$ cat src/rtl/alu_result_stage_if.sv
// Bundles the ALU-side input packet, the write-back/branch output packet and
// their valid/ready handshakes into one port group for alu_result_stage.
interface alu_result_stage_if #(
  parameter int WIDTH = 32,
  parameter int CNT_W = 16
);
  logic             flush;
  logic             in_valid;
  logic             in_ready;
  logic [WIDTH-1:0] result;
  logic             zero;
  logic             negative;
  logic             carry;
  logic             over_flow;
  logic [4:0]       rd;
  logic             reg_write;
  logic             branch;
  logic [2:0]       funct3;
  logic [WIDTH-1:0] br_target_in;

  logic             out_valid;
  logic             out_ready;
  logic [WIDTH-1:0] wb_data;
  logic [4:0]       wb_rd;
  logic             wb_en;
  logic             br_taken;
  logic [WIDTH-1:0] br_target;
  logic [CNT_W-1:0] taken_cnt;

  // The stage itself.
  modport slave (
    input  flush, in_valid, result, zero, negative, carry, over_flow,
           rd, reg_write, branch, funct3, br_target_in, out_ready,
    output in_ready, out_valid, wb_data, wb_rd, wb_en, br_taken,
           br_target, taken_cnt
  );

  // The environment: ALU/source on the input side, write-back on the output side.
  modport master (
    output flush, in_valid, result, zero, negative, carry, over_flow,
           rd, reg_write, branch, funct3, br_target_in, out_ready,
    input  in_ready, out_valid, wb_data, wb_rd, wb_en, br_taken,
           br_target, taken_cnt
  );
endinterface

$ cat src/rtl/alu_result_stage.sv
// Registered ALU result stage: resolves the branch condition at capture and
// hands packets downstream through a two-entry (head + skid) FIFO.
module alu_result_stage #(
  parameter int WIDTH = 32,
  parameter int CNT_W = 16
) (
  input logic               clk,
  input logic               rst_n,
  alu_result_stage_if.slave bus
);

  typedef struct packed {
    logic [WIDTH-1:0] data;
    logic [4:0]       rd;
    logic             wb_en;
    logic             br_taken;
    logic [WIDTH-1:0] target;
  } pkt_t;

  localparam logic [CNT_W-1:0] CNT_MAX = '1;

  // Flag-based RISC-V branch conditions; carry means "no borrow" on a-b.
  function automatic logic branch_cond(input logic [2:0] f3,
                                       input logic z, input logic n,
                                       input logic c, input logic v);
    logic cond;
    case (f3)
      3'b000:  cond = z;
      3'b001:  cond = !z;
      3'b100:  cond = n ^ v;
      3'b101:  cond = !(n ^ v);
      3'b110:  cond = !c;
      3'b111:  cond = c;
      default: cond = 1'b0;
    endcase
    return cond;
  endfunction

  logic             h_valid_q, h_valid_d;
  logic             s_valid_q, s_valid_d;
  pkt_t             h_pkt_q,   h_pkt_d;
  pkt_t             s_pkt_q,   s_pkt_d;
  logic [CNT_W-1:0] taken_cnt_q, taken_cnt_d;

  pkt_t new_pkt;
  logic accept;
  logic hand_off;
  logic h_free;

  always_comb begin
    new_pkt          = '0;
    new_pkt.data     = bus.result;
    new_pkt.rd       = bus.rd;
    new_pkt.wb_en    = bus.reg_write && (bus.rd != 5'd0);
    new_pkt.br_taken = bus.branch &&
                       branch_cond(bus.funct3, bus.zero, bus.negative,
                                   bus.carry, bus.over_flow);
    new_pkt.target   = bus.br_target_in;
  end

  assign accept   = bus.in_valid && !s_valid_q;
  assign hand_off = h_valid_q && bus.out_ready;
  assign h_free   = !h_valid_q || hand_off;

  always_comb begin
    h_valid_d   = h_valid_q;
    s_valid_d   = s_valid_q;
    h_pkt_d     = h_pkt_q;
    s_pkt_d     = s_pkt_q;
    taken_cnt_d = taken_cnt_q;

    if (bus.flush) begin
      // Packet contents are left alone so the outputs keep their last value.
      h_valid_d = 1'b0;
      s_valid_d = 1'b0;
    end else begin
      if (h_free) begin
        if (s_valid_q) begin
          h_valid_d = 1'b1;
          h_pkt_d   = s_pkt_q;
          s_valid_d = accept;
          if (accept) begin
            s_pkt_d = new_pkt;
          end
        end else begin
          h_valid_d = accept;
          if (accept) begin
            h_pkt_d = new_pkt;
          end
        end
      end else if (accept) begin
        s_valid_d = 1'b1;
        s_pkt_d   = new_pkt;
      end

      if (hand_off && h_pkt_q.br_taken && (taken_cnt_q != CNT_MAX)) begin
        taken_cnt_d = taken_cnt_q + 1'b1;
      end
    end
  end

  always_ff @(posedge clk or negedge rst_n) begin
    if (!rst_n) begin
      h_valid_q   <= 1'b0;
      s_valid_q   <= 1'b0;
      h_pkt_q     <= '0;
      s_pkt_q     <= '0;
      taken_cnt_q <= '0;
    end else begin
      h_valid_q   <= h_valid_d;
      s_valid_q   <= s_valid_d;
      h_pkt_q     <= h_pkt_d;
      s_pkt_q     <= s_pkt_d;
      taken_cnt_q <= taken_cnt_d;
    end
  end

  assign bus.in_ready  = !s_valid_q;
  assign bus.out_valid = h_valid_q;
  assign bus.wb_data   = h_pkt_q.data;
  assign bus.wb_rd     = h_pkt_q.rd;
  assign bus.wb_en     = h_pkt_q.wb_en;
  assign bus.br_taken  = h_pkt_q.br_taken;
  assign bus.br_target = h_pkt_q.target;
  assign bus.taken_cnt = taken_cnt_q;

endmodule

$ cat src/flat_wrapper.sv
// flat-port wrapper written by rule: the top's interface ports become plain ports
module alu_result_stage_flat 
#(
  parameter int WIDTH = 32,
  parameter int CNT_W = 16
)
  (clk, rst_n, bus_flush, bus_in_valid, bus_result, bus_zero, bus_negative, bus_carry, bus_over_flow, bus_rd, bus_reg_write, bus_branch, bus_funct3, bus_br_target_in, bus_out_ready, bus_in_ready, bus_out_valid, bus_wb_data, bus_wb_rd, bus_wb_en, bus_br_taken, bus_br_target, bus_taken_cnt);
  alu_result_stage_if #(.WIDTH(WIDTH), .CNT_W(CNT_W)) bus_i ();
  input logic clk;
  input logic rst_n;
  input wire logic [$bits(bus_i.flush)-1:0] bus_flush;
  input wire logic [$bits(bus_i.in_valid)-1:0] bus_in_valid;
  input wire logic [$bits(bus_i.result)-1:0] bus_result;
  input wire logic [$bits(bus_i.zero)-1:0] bus_zero;
  input wire logic [$bits(bus_i.negative)-1:0] bus_negative;
  input wire logic [$bits(bus_i.carry)-1:0] bus_carry;
  input wire logic [$bits(bus_i.over_flow)-1:0] bus_over_flow;
  input wire logic [$bits(bus_i.rd)-1:0] bus_rd;
  input wire logic [$bits(bus_i.reg_write)-1:0] bus_reg_write;
  input wire logic [$bits(bus_i.branch)-1:0] bus_branch;
  input wire logic [$bits(bus_i.funct3)-1:0] bus_funct3;
  input wire logic [$bits(bus_i.br_target_in)-1:0] bus_br_target_in;
  input wire logic [$bits(bus_i.out_ready)-1:0] bus_out_ready;
  output wire logic [$bits(bus_i.in_ready)-1:0] bus_in_ready;
  output wire logic [$bits(bus_i.out_valid)-1:0] bus_out_valid;
  output wire logic [$bits(bus_i.wb_data)-1:0] bus_wb_data;
  output wire logic [$bits(bus_i.wb_rd)-1:0] bus_wb_rd;
  output wire logic [$bits(bus_i.wb_en)-1:0] bus_wb_en;
  output wire logic [$bits(bus_i.br_taken)-1:0] bus_br_taken;
  output wire logic [$bits(bus_i.br_target)-1:0] bus_br_target;
  output wire logic [$bits(bus_i.taken_cnt)-1:0] bus_taken_cnt;
  assign bus_i.flush = bus_flush;
  assign bus_i.in_valid = bus_in_valid;
  assign bus_i.result = bus_result;
  assign bus_i.zero = bus_zero;
  assign bus_i.negative = bus_negative;
  assign bus_i.carry = bus_carry;
  assign bus_i.over_flow = bus_over_flow;
  assign bus_i.rd = bus_rd;
  assign bus_i.reg_write = bus_reg_write;
  assign bus_i.branch = bus_branch;
  assign bus_i.funct3 = bus_funct3;
  assign bus_i.br_target_in = bus_br_target_in;
  assign bus_i.out_ready = bus_out_ready;
  assign bus_in_ready = bus_i.in_ready;
  assign bus_out_valid = bus_i.out_valid;
  assign bus_wb_data = bus_i.wb_data;
  assign bus_wb_rd = bus_i.wb_rd;
  assign bus_wb_en = bus_i.wb_en;
  assign bus_br_taken = bus_i.br_taken;
  assign bus_br_target = bus_i.br_target;
  assign bus_taken_cnt = bus_i.taken_cnt;
  alu_result_stage #(.WIDTH(WIDTH), .CNT_W(CNT_W)) u_core (.clk(clk), .rst_n(rst_n), .bus(bus_i));
endmodule
$ cat config.mk
export PLATFORM = sky130hd
export DESIGN_NAME = alu_result_stage_flat
export DESIGN_NICKNAME = d
export VERILOG_FILES = /design/src/rtl/alu_result_stage_if.sv /design/src/rtl/alu_result_stage.sv /design/src/flat_wrapper.sv
export SDC_FILE = /design/constraint.sdc
export NUM_CORES = 1
export LEC_CHECK = 0
export BUFFER_PORTS_ARGS = -buffer_cell sky130_fd_sc_hd__buf_2
export CAP_MARGIN = 0
export CORE_MARGIN = 1
export CORE_UTILIZATION = 30
export CTS_CLUSTER_SIZE = 10
export DETAILED_ROUTE_END_ITERATION = 8
export PLACE_DENSITY = 0.57
export RECOVER_POWER = 50
export SLEW_MARGIN = 20
export SYNTH_ARGS = -nofsm -noshare
export SYNTH_HDL_FRONTEND = slang
export SYNTH_SLANG_ARGS = --single-unit
$ cat constraint.sdc
create_clock -name clk -period 3.3 [get_ports clk]
set_input_delay 0.33 -clock clk [delete_from_list [all_inputs] [get_ports clk]]
set_output_delay 0.33 -clock clk [all_outputs]
set_load 0.01 [all_outputs]
# [After elaboration in Yosys (flattened, before gate mapping)]
# Cells that the tools add are included.
# W data, S select, Z words.
[word_totals] reg_bits=160 output_inout_bits=89 inputBits=83
[op_classes] reduce_logical=20 bitwise=2 add_sub_neg=1 n_eq_ne=7 mux=13
[ops] cell="$mux W71" n=5
[ops] cell="$add A16 B1 Y16 const B" n=1
[ops] cell="$ne A16 B16 Y1 const B" n=1
[ops] cell="$eq A3 B3 Y1 const B" n=4
[ops] cell="$mux W1" n=7
[ops] cell="$logic_and A1 B1 Y1" n=6
[ops] cell="$pmux W1 S6" n=1
[ops] cell="$logic_not A1 Y1" n=5
[ops] cell="$reduce_bool A5 Y1" n=1
[ops] cell="$reduce_and A2 Y1" n=2
[ops] cell="$reduce_bool A2 Y1" n=2
[ops] cell="$eq A3 B1 Y1 const B" n=1
[ops] cell="$logic_not A3 Y1" n=1
[ops] cell="$reduce_and A3 Y1" n=1
[ops] cell="$reduce_bool A3 Y1" n=1
[ops] cell="$ne A2 B1 Y1 const B" n=1
[ops] cell="$logic_or A1 B1 Y1" n=1
[ops] cell="$not A1 Y1" n=1
[ops] cell="$xor A1 B1 Y1" n=1

# [Longest topological paths before layout]
[logic_depth] ltp_word=7 mapped_depth=6 ltp_nobuf=5

# [Worst setup path before layout]
# No wires, ideal clock.
[synth_timing] path_kind="register to register" start="register u_core.taken_cnt_q[0] (netlist: u_core.bus.taken_cnt[0])" end="register u_core.taken_cnt_q[1] (netlist: u_core.bus.taken_cnt[1])" required_time_ps=3172 path_slack_ps=1682 arrival_ps=1491 path_stages_with_launch=6 n_path_buf=0 cell_sequence="dfrtp_1 ha_1 nand3_2 nor3_4 a21oi_2 mux2_1"
[synth_via] elab_chain_len=3 word_cells_on_any_way=4
[synth_lines] element="from (decl)" line="alu_result_stage.sv:43" text="logic [CNT_W-1:0] taken_cnt_q, taken_cnt_d;"
[synth_lines] element="from (signal assigned)" line="alu_result_stage.sv:114" text="taken_cnt_q <= taken_cnt_d;"
[synth_lines] element="parallel branches: the longest is 3 deep, another holds $add A16 B1 Y16"
# Parallel ways; which one is timed is not known.
# A chain may end at the register's enable or synchronous reset.

==> results by group <==
Power and ir drop
  • Sw power: 1.42 mW
  • Net Sw Frac: 26.2%
  • Reg power frac: 46.8%
  • Maximum vdd drop: 0.288 mV
  • Total internal power: 4.00 mW
  • PD cells: 634 nW/um2
  • Clock power frac: 38.9%
  • Comb power frac: 14.3%
  • Final Power: 5.43 mW
  • Pleak: 3.57 nW

Timing
  • Final Hold Vio Count: 0
  • Worst-Margin Slew: 1.36 ns
  • RSZ-0062 raised after global routing: no
  • Slew margin rel.: 9.11%
  • Highest Clock Rate: 0.434 GHz
  • Final Cycle Share: 69.9%
  • Pins Over Slew Limit: 0
  • Clock Skew: 0.0167 ns
  • Minimum clock period: 2.31 ns
  • Fin Setup TNS: 0 ns
  • Final setup violation count: 0

Min path
  • Hold Path Origin: bus_result[29]
  • Worst hold path type: input port to flip-flop

Clocking
  • Clk buf depth: 2
  • Num CTS Buffers: 17
  • CTS tree: yes
  • Insertion delay to the later sink of the worst-skew pair: 0.42 ns
  • Post-CTS Resized: 0
  • H-tree Lvls: 4
  • Clk slew on worst S/H paths: 0.07 ns
  • CTS root buffer: clkbuf_16
  • Clock Sinks: 160

Synth
  • Synth Flop Type: dfrtp_1
  • Yosys cell types: 41
  • Synth Instances: 561
  • Seq/Total Area, Yosys: 58.3%
  • Synth top area cells: dfrtp_1 58%, mux2_2 11%, mux2i_1 10%
  • Leading cell type by number of instances after synthesis: dfrtp_1
  • Yosys top cell area share: 58.3%
  • Avg Synthesized Cell Area: 12.2 um2
  • Total of warnings raised by yosys: 0
  • Register bit count reported by yosys: 160
  • Synthesized Nets: 645
  • Commonest cells post-synth: 160 x dfrtp_1, 77 x a21oi_1, 73 x nor2_1
  • Post-synth ARST share: 100%
  • Number of synthesized flops with an enable pin: 0
  • Yosys top cell by area: dfrtp_1
  • Post-synthesis cell area: 6870 um2

Final layout
  • Share of layout cells above drive strength 1: 26.7%
  • Multi-input combinational cell area: 2710 um2
  • Filler cell count: 2292
  • Reg area: 4010 um2
  • # nets final: 813
  • Area growth from synthesis to layout: 24.6%

Setup path
  • Worst EP arrival: 2.60 ns
  • Critical R2R Launch: u_core.s_valid_q
  • Crit Path Max Fanout: 74
  • Worst setup SP type: input port
  • Crit path kind: input port to async pin
  • Worst Setup End Kind: async pin
  • WP data required: 3.59 ns
  • CP Launch Point: rst_n

Drt
  • ANT nets after route: 0
  • DRT Wirelength: 15500 um
  • Via density: 4.71
  • Total number of vias: 4845
  • DRT iter0 DRCs: 157
  • DRC Markers: 0
  • TritonRoute pass-1 iters: 7
  • Drt wl/cell: 15.0 um

Global route
  • Global-route wire length before repair: 25500 um
  • Initial antenna violation count: 4
  • Largest net degree at the start of global routing: 75
  • Vias in the first global route: 4888
  • GRT Resource Usage Total: 13.8%
  • Total grt overflow: 0

Floorplanning
  • # rows: 55
  • Core box area: 22600 um2
  • Chip width: 153 um
  • Initial Util: 30.4%
  • Die ar.: 23500 um2
  • Die Height: 153 um
  • I/O pin cnt: 172

Place
  • RD Place Congestion: 0.782
  • DP HPWL: 10100 um
  • Port bufs: 171

Flow run
  • Max Cap Violations: 0

Run status
  • Run status: complete, no violations
worst paths after layout:
path / end / slack (ns) / cells past startpoint
worst max-delay path: u_core.s_pkt_q[40] / 0.99 / 3
worst min-delay path: u_core.s_pkt_q[68] / 0.14 / 2
worst max register to register: u_core.s_pkt_q[39] / 1.17 / 4
worst min register to register: u_core.s_pkt_q[32] / 0.47 / 2
max in group clk: u_core.s_pkt_q[39] / 1.17 / 4
min in group asynchronous: u_core.bus.br_target[12] / 0.51 / 2
layout make-up:
type	instances	share of cell area, %
multi-input cells	368	31.7
diodes	3	0.0877
clock buffers	19	5.17
flip-flops and latches	160	46.8
inverters	3	0.132
repair buffers	179	9.81
clock inverters	12	2.12
well taps	285	4.17
critical path, cell delays in order:
cell and delay [ns]:
dlygate4sd3_1 0.54, buf_6 0.56, clkbuf_2 1.10
placed cells by master, fill, tap and decap left out, types with 3 or more instances in the layout:
cell type	count
dfrtp_1	159
clkbuf_1	87
buf_2	84
a21oi_1	77
nor2_1	73
mux2i_1	71
mux2_2	65
clkbuf_16	17
nand2_1	9
nand3_1	8
mux2_1	8
xnor2_1	7
nor3_1	5
nor4_1	4
xor2_1	4
clkinvlp_4	4
bufinv_16	4
buf_4	4
diode_2	3
inv_1	3
o21ai_0	3
inv_6	3
power groups by stage:
| stage | clock network [mW] | logic [mW] | registers [mW] |
|---|---|---|---|
| finish | 2.11 | 0.776 | 2.54 |
| global route | 2.27 | 0.874 | 2.59 |
| global placement | 0 | 0.814 | 2.56 |
| detailed placement | 0 | 0.834 | 2.57 |
| CTS | 2.19 | 0.837 | 2.53 |
| floorplan | 0 | 0.420 | 2.60 |
metrics by stage:
stage | util (%) | instance area [um2] | std cells | hold WS (ns) | worst slack [ns]
after floorplan | - | 6870 | 561 | 0.0344 | 1.68
after global placement | 35.6 | 8040 | 994 | 0.425 | 1.17
after detailed placement | 35.6 | 8040 | 994 | 0.426 | 1.14
after CTS | 38.4 | 8680 | 1026 | 0.122 | 1.13
after global routing | 37.9 | 8560 | 1029 | 0.135 | 0.572
final | 37.9 | 8560 | 1029 | 0.139 | 0.995
layer usage:
metal	wire (um)	global-route usage, %
met4	227	5.33
met3	818	3.46
met2	6950	21.2
met1	7480	18.6
met5	0	0
kinds of logic (layout without fill, tap and decap cells):
group | Yosys count | count (layout) | share of synthesized area, %
xor+xnor | 11 | 11 | 1.40
compound gates | 90 | 90 | 6.85
buf+inv | 33 | 213 | 2.42
flops | 160 | 160 | 58.3
simple gates | 122 | 122 | 8.56
mux | 144 | 144 | 22.3
fa+ha+maj | 1 | 1 | 0.182
other cells | 0 | 3 | 0
registers in the layout (all words and copies together), names as in the netlist:
| register | flops |
|---|---|
| u_core.s_pkt_q | 71 |
| u_core.bus.taken_cnt | 16 |
| u_core.bus.wb_data | 32 |
| u_core.s_valid_q | 1 |
| u_core.bus.out_valid | 1 |
| u_core.bus.br_taken | 1 |
| u_core.bus.wb_rd | 5 |
| u_core.bus.wb_en | 1 |
| u_core.bus.br_target | 32 |
what timing repair did:
| item | CTS | global route |
|---|---|---|
| hold buffers | 1 | 0 |
| hold endpoints to repair | 72 | 0 |
| buffers inserted | 0 | 0 |
Power figures use the tool's default switching activity.
